--- config.mk ---
export PLATFORM = sky130hd
export DESIGN_NAME = l1inv_pktq
export DESIGN_NICKNAME = d
export VERILOG_FILES = /design/src/rtl/l1inv_pktq.sv
export SDC_FILE = /design/constraint.sdc
export NUM_CORES = 2
export LEC_CHECK = 0
export CORE_ASPECT_RATIO = 1.4
export CORE_MARGIN = 1.5
export CORE_UTILIZATION = 45
export CTS_BUF_LIST = sky130_fd_sc_hd__clkbuf_16
export DETAILED_ROUTE_END_ITERATION = 16
export DONT_BUFFER_PORTS = 1
export HOLD_SLACK_MARGIN = 0.06
export PLACE_DENSITY = 0.68
export SYNTH_ARGS = -nofsm -noshare
export SYNTH_HDL_FRONTEND = slang
export SYNTH_SLANG_ARGS = --single-unit
--- constraint.sdc ---
create_clock -name clk -period 9.78 [get_ports clk]
set_input_delay 1.956 -clock clk [delete_from_list [all_inputs] [get_ports clk]]
set_output_delay 1.956 -clock clk [all_outputs]
set_load 0.01 [all_outputs]
--- src/rtl/l1inv_pktq.sv ---
// Invalidation packet queue behind the L1 directory: aligns lookup context with
// the delayed directory vectors, filters misses, queues hits, and drains them as packets.
module l1inv_pktq #(
    parameter int DIR_LAT = 1,
    parameter int DEPTH   = 4
) (
    input  logic         clk,
    input  logic         reset,
    input  logic         strobe,
    input  logic         needinv,
    input  logic         ifill,
    input  logic         cpu,
    input  logic [39:0]  address,
    input  logic [111:0] inval_vect0,
    input  logic [111:0] inval_vect1,
    output logic         pkt_valid,
    input  logic         pkt_ready,
    output logic [111:0] pkt_vect,
    output logic [39:0]  pkt_addr,
    output logic         pkt_cpu,
    output logic         pkt_second,
    output logic         q_full,
    output logic [4:0]   q_count,
    output logic         overflow
);

    localparam int PW = (DEPTH > 1) ? $clog2(DEPTH) : 1;

    typedef enum logic [1:0] {IDLE, SEND0, SEND1} state_t;

    function automatic logic hit(input logic [111:0] v);
        return v[0] | v[1] | v[4] | v[5] | v[32] | v[35] |
               v[56] | v[57] | v[60] | v[61] | v[88] | v[91];
    endfunction

    logic [DIR_LAT-1:0] line_vld_p;
    logic [DIR_LAT-1:0] line_ifill_p;
    logic [DIR_LAT-1:0] line_cpu_p;
    logic [39:0]        line_addr_p [DIR_LAT];

    logic [111:0] mem_vect0 [DEPTH];
    logic [111:0] mem_vect1 [DEPTH];
    logic [39:0]  mem_addr  [DEPTH];
    logic [DEPTH-1:0] mem_cpu;
    logic [DEPTH-1:0] mem_dual;
    logic [DEPTH-1:0] mem_first;

    logic [PW-1:0] wr_ptr, rd_ptr, rd_ptr_n;
    logic [4:0]    count, rem;
    state_t        state, state_n;

    logic         cap_vld, cap_ifill, cap_cpu;
    logic [39:0]  cap_addr;
    logic         hit0, hit1, push_req, push, pop, accept, cur_dual;
    logic         head_from_mem, has_next;
    logic [111:0] nxt_vect0, nxt_vect1;
    logic [39:0]  nxt_addr;
    logic         nxt_cpu, nxt_first;
    logic         valid_n, second_n, cpu_n;
    logic [111:0] vect_n;
    logic [39:0]  addr_n;

    // Stage: lookup context travels alongside the directory access latency
    always_ff @(posedge clk or negedge reset) begin
        if (!reset) begin
            line_vld_p   <= '0;
            line_ifill_p <= '0;
            line_cpu_p   <= '0;
            for (int i = 0; i < DIR_LAT; i++) line_addr_p[i] <= '0;
        end else begin
            line_vld_p[0]   <= strobe && needinv;
            line_ifill_p[0] <= ifill;
            line_cpu_p[0]   <= cpu;
            line_addr_p[0]  <= address;
            for (int i = 1; i < DIR_LAT; i++) begin
                line_vld_p[i]   <= line_vld_p[i-1];
                line_ifill_p[i] <= line_ifill_p[i-1];
                line_cpu_p[i]   <= line_cpu_p[i-1];
                line_addr_p[i]  <= line_addr_p[i-1];
            end
        end
    end

    assign cap_vld   = line_vld_p[DIR_LAT-1];
    assign cap_ifill = line_ifill_p[DIR_LAT-1];
    assign cap_cpu   = line_cpu_p[DIR_LAT-1];
    assign cap_addr  = line_addr_p[DIR_LAT-1];

    assign hit0     = hit(inval_vect0);
    assign hit1     = hit(inval_vect1);
    assign push_req = cap_vld && (hit0 || (cap_ifill && hit1));

    assign accept   = pkt_valid && pkt_ready;
    assign cur_dual = mem_dual[rd_ptr];
    assign pop      = accept && ((state == SEND1) || (state == SEND0 && !cur_dual));
    assign push     = push_req && (!q_full || pop);
    assign rd_ptr_n = pop ? rd_ptr + PW'(1) : rd_ptr;
    assign rem      = count - {4'b0, pop};

    // An empty queue forwards the capture directly so a packet appears the cycle after capture
    assign head_from_mem = (rem != 5'd0);
    assign has_next      = head_from_mem || push;
    assign nxt_vect0     = head_from_mem ? mem_vect0[rd_ptr_n] : inval_vect0;
    assign nxt_vect1     = head_from_mem ? mem_vect1[rd_ptr_n] : inval_vect1;
    assign nxt_addr      = head_from_mem ? mem_addr[rd_ptr_n]  : cap_addr;
    assign nxt_cpu       = head_from_mem ? mem_cpu[rd_ptr_n]   : cap_cpu;
    assign nxt_first     = head_from_mem ? mem_first[rd_ptr_n] : hit0;

    always_ff @(posedge clk) begin
        if (push) begin
            mem_vect0[wr_ptr] <= inval_vect0;
            mem_vect1[wr_ptr] <= inval_vect1;
            mem_addr[wr_ptr]  <= cap_addr;
            mem_cpu[wr_ptr]   <= cap_cpu;
            mem_dual[wr_ptr]  <= cap_ifill && hit1;
            mem_first[wr_ptr] <= hit0;
        end
    end

    always_ff @(posedge clk or negedge reset) begin
        if (!reset) begin
            wr_ptr   <= '0;
            rd_ptr   <= '0;
            count    <= '0;
            overflow <= 1'b0;
        end else begin
            wr_ptr   <= push ? wr_ptr + PW'(1) : wr_ptr;
            rd_ptr   <= rd_ptr_n;
            count    <= count + {4'b0, push} - {4'b0, pop};
            overflow <= overflow | (push_req && !push);
        end
    end

    assign q_count = count;
    assign q_full  = (count == 5'(DEPTH));

    // Stage: drain FSM state and registered packet outputs
    always_ff @(posedge clk or negedge reset) begin
        if (!reset) begin
            state      <= IDLE;
            pkt_valid  <= 1'b0;
            pkt_second <= 1'b0;
            pkt_vect   <= '0;
            pkt_addr   <= '0;
            pkt_cpu    <= 1'b0;
        end else begin
            state      <= state_n;
            pkt_valid  <= valid_n;
            pkt_second <= second_n;
            if (valid_n) begin
                pkt_vect <= vect_n;
                pkt_addr <= addr_n;
                pkt_cpu  <= cpu_n;
            end
        end
    end

    always_comb begin
        state_n = state;
        unique case (state)
            IDLE: begin
                if (has_next) state_n = nxt_first ? SEND0 : SEND1;
            end
            SEND0: begin
                if (accept) begin
                    if (cur_dual)      state_n = SEND1;
                    else if (has_next) state_n = nxt_first ? SEND0 : SEND1;
                    else               state_n = IDLE;
                end
            end
            SEND1: begin
                if (accept) begin
                    if (has_next) state_n = nxt_first ? SEND0 : SEND1;
                    else          state_n = IDLE;
                end
            end
            default: state_n = IDLE;
        endcase
    end

    always_comb begin
        valid_n  = (state_n != IDLE);
        second_n = (state_n == SEND1);
        vect_n   = (state_n == SEND1) ? nxt_vect1 : nxt_vect0;
        addr_n   = nxt_addr;
        cpu_n    = nxt_cpu;
    end

endmodule

==> results.md <==
- # clock sinks: between 1,000 and 1,500
- Max VDD drop: ~0.00040 V
- Core footprint: between 0.1 and 0.15 mm²
- Mapped Cells: 4,337
- Post-synth cell types: 63
- CTS tree: yes
- Root buffer cell: clkbuf_16
- Worst-Skew Late Latency: roughly 0.8 ns
- Met1 usage: between 20% and 30%
- First-pass GRT wire length: between 200 and 250 mm
- Layout cells sized above 1: about 14%
- Postcts setup bufs: 0
- Initial drt markers: between 3,000 and 4,000
- Share of Yosys cell area claimed by the top area cell type: roughly 54%
- Number of flops mapped to enable cells by yosys: ~1,100
- Nets: 4,393
- Relative slew margins: ~21%
- Antenna viol nets, final: 0
- DRC violations left: 0
- CP startpoint kind: flop
- CTS buffer count: between 100 and 150
- Total GRT Usage: between 20% and 30%
- DR vias: between 30,000 and 40,000
- Initial Util: 45.5%
- Largest net degree at the start of global routing: between 200 and 250
- CP required: around 10 ns
- Number of antenna violations at the first check in global routing: 7
- Final setup vio count: 0
- DRT Pass-1 Iters: 5
- Dpl hpwl: 88.5 mm
- Status: finished, final reports clean
- Final GP Congestion: approximately 0.8
- Ports: ~430
- HP Class: reg2reg
- Leak: 22.0 nW
- Leading cell types by count after synthesis: 1,068 x edfxtp_1, 356 x clkbuf_1, 339 x a21oi_1
- # hold bufs at CTS: 0
- Met2 Resource Use GR: 40.8%
- Dominant cells by area after synthesis: edfxtp_1 54%, dfrtp_1 8.8%, mux4_2 4.3%, mux2i_1 3.8%, a221oi_1 3.3%
- RSZ-0062 raised after global routing: false
- CP max FO: 56
- Pwr Total: roughly 22 mW
- Max Cap Violations: 0
- Syn nets: 4,622
- Post-DR vias/cell: ~6.5
- Die height: 434 µm
- Worst slew pin tran: 1.18 ns
- Synth async-reset ratio: approximately 16%
- Buffers added on ports: 0
- Row cnt: 157
- Fmax: 159 MHz
- Critical path class: reg2reg
- Post-route clock period utilization: 64.2%
- TNS Setup: 0 ns
- Leading area contributor after synthesis: edfxtp_1
- CTS Buffer Depth: 3
- Global route total overflow: 0
- Syn Std Cell Area: approximately 0.060 mm²
- Htree depth: 4
- Crit path DAT: around 6.9 ns
- Routing usage on met3: under 10%
- Area delta synth->final: 9.21%
- Warnings from Yosys: 0
- Fillers: between 10,000 and 15,000
- Routed WL: ~170 mm
- Top FF cell, synth: edfxtp_1
- CP endpoint kind: flop
- Wire per inst: 27.8 µm
- Final hold violation count: 0
- Min cycle time layout: roughly 6.3 ns
- Slew Limit Fails: 0
- Synthesized area per cell: 13.8 µm²
- Clock slew at reported path FFs: 0.06 ns
- Register area share after synthesis: between 60% and 70%
- Cell with the most instances after synthesis: edfxtp_1
- Die width: about 310 µm
- Synthesized flop and latch total: 1,278
- Gr busiest metal: met2
- PwrDens: ~340 mW/mm²
- Vias in the first global route: about 40,000
- R2r setup slk: 3.50 ns
- Die area: 0.135 mm²
- Post-CTS Resized: 0
- Worst Skew: 0.0415 ns
[worst paths after layout]
check	to	from	cells after the start
min in group asynchronous	pkt_vect[73]	reset	0
worst min register to register	mem_addr[1][10]	cap_addr[10]	0
worst min-delay path	mem_addr[1][10]	cap_addr[10]	0
max in group asynchronous	pkt_addr[8]	reset	0
worst max register to register	pkt_vect[106]	rd_ptr[0]	13
worst max-delay path	pkt_vect[106]	rd_ptr[0]	13
[flip-flops by register name, summed over array words and instances, names as in the netlist, 4 cells and up]
signal and cells:
cap_addr 40, mem_addr 160, mem_cpu 4, mem_dual 4, mem_first 4, mem_vect0 448
mem_vect1 448, pkt_addr 40, pkt_vect 112, q_count 5
[metrics by stage]
| stage | setup WS, ns | cell area, µm² | util (%) | hold WS (ns) | std cells |
|---|---|---|---|---|---|
| after floorplan | 2.62 | 59700 | - | 0.476 | 4337 |
| after global placement | 3.22 | 61000 | 46.5 | 0.503 | 5723 |
| after detailed placement | 3.15 | 61000 | 46.5 | 0.515 | 5723 |
| after CTS | 3.56 | 65100 | 49.6 | 0.532 | 5966 |
| after global routing | 3.12 | 65100 | 49.6 | 0.549 | 5967 |
| final | 3.50 | 65200 | 49.7 | 0.525 | 5969 |
[layout make-up]
| type | count | area (µm²) | share of cell area (%) |
|---|---|---|---|
| Timing Repair Buffer | 60 | 676 | 1.04 |
| Tap cell | 1749 | 2190 | 3.36 |
| Inverter | 129 | 492 | 0.755 |
| Antenna cell | 3 | 7.51 | 0.0115 |
| Clock buffer | 134 | 3350 | 5.15 |
| Clock inverter | 109 | 820 | 1.26 |
| Sequential cell | 1278 | 37300 | 57.3 |
| Multi-Input combinational cell | 2507 | 20300 | 31.1 |
[layer usage]
metal | vias to the layer above | share of wire (%)
met2 | 1573 | 49
met1 | 20000 | 39
met3 | 325 | 8.9
li1 | 16900 | -
met4 | 10 | 3.4
met5 | - | 0.048
[critical path, cell delays in order (launching register included)]
cell and delay (ns):
dfrtp_4 0.86, mux2i_1 0.55, a221o_4 0.59, nand2_4 0.44
inv_2 0.16, ha_1 0.24, xnor2_1 0.14, o2111ai_1 0.15
nor4_2 0.76, nand4_1 0.23, a31oi_1 0.38, or3_4 0.79
buf_12 0.50, o221ai_2 0.15
[placed cells by master (no fill, tap or decap), types with 42 or more instances in the layout]
cell,instances
edfxtp_1,1068
a21oi_1,339
mux2i_1,228
a221oi_1,225
nor3_1,224
dfrtp_1,208
mux2_2,164
inv_1,151
clkbuf_16,134
nor2_1,119
and2_1,114
o21ai_0,114
or3_1,113
mux4_2,113
a22oi_1,113
a22o_1,112
a211oi_1,112
o22ai_1,83
o221ai_2,60
o221ai_1,54
nand2_1,51
buf_4,42
[logic make-up (layout without fill, tap and decap cells)]
| family | Yosys count | after routing | share of synthesized area [%] |
|---|---|---|---|
| flip-flops | 1278 | 1278 | 62.6 |
| AO/OA/AOI/OAI | 1271 | 1271 | 15.5 |
| AND/OR/NAND/NOR | 667 | 667 | 5.84 |
| buffers and inverters | 552 | 432 | 3.66 |
| multiplexers | 547 | 547 | 12.0 |
| adder cells (fa/ha/maj) | 14 | 14 | 0.306 |
| XOR/XNOR | 8 | 8 | 0.117 |
| other | 0 | 3 | 0 |
[power breakdown]
group | switching (mW) | internal [mW] | total [mW] | leakage (nW)
logic | 5.82 | 3.58 | 9.40 | 7.77
clock network | 2.16 | 2.74 | 4.90 | 2.13
registers | 0.859 | 6.88 | 7.74 | 12.1
total | 8.84 | 13.2 | 22.0 | 22.0
(Power assumes the default switching activity.)
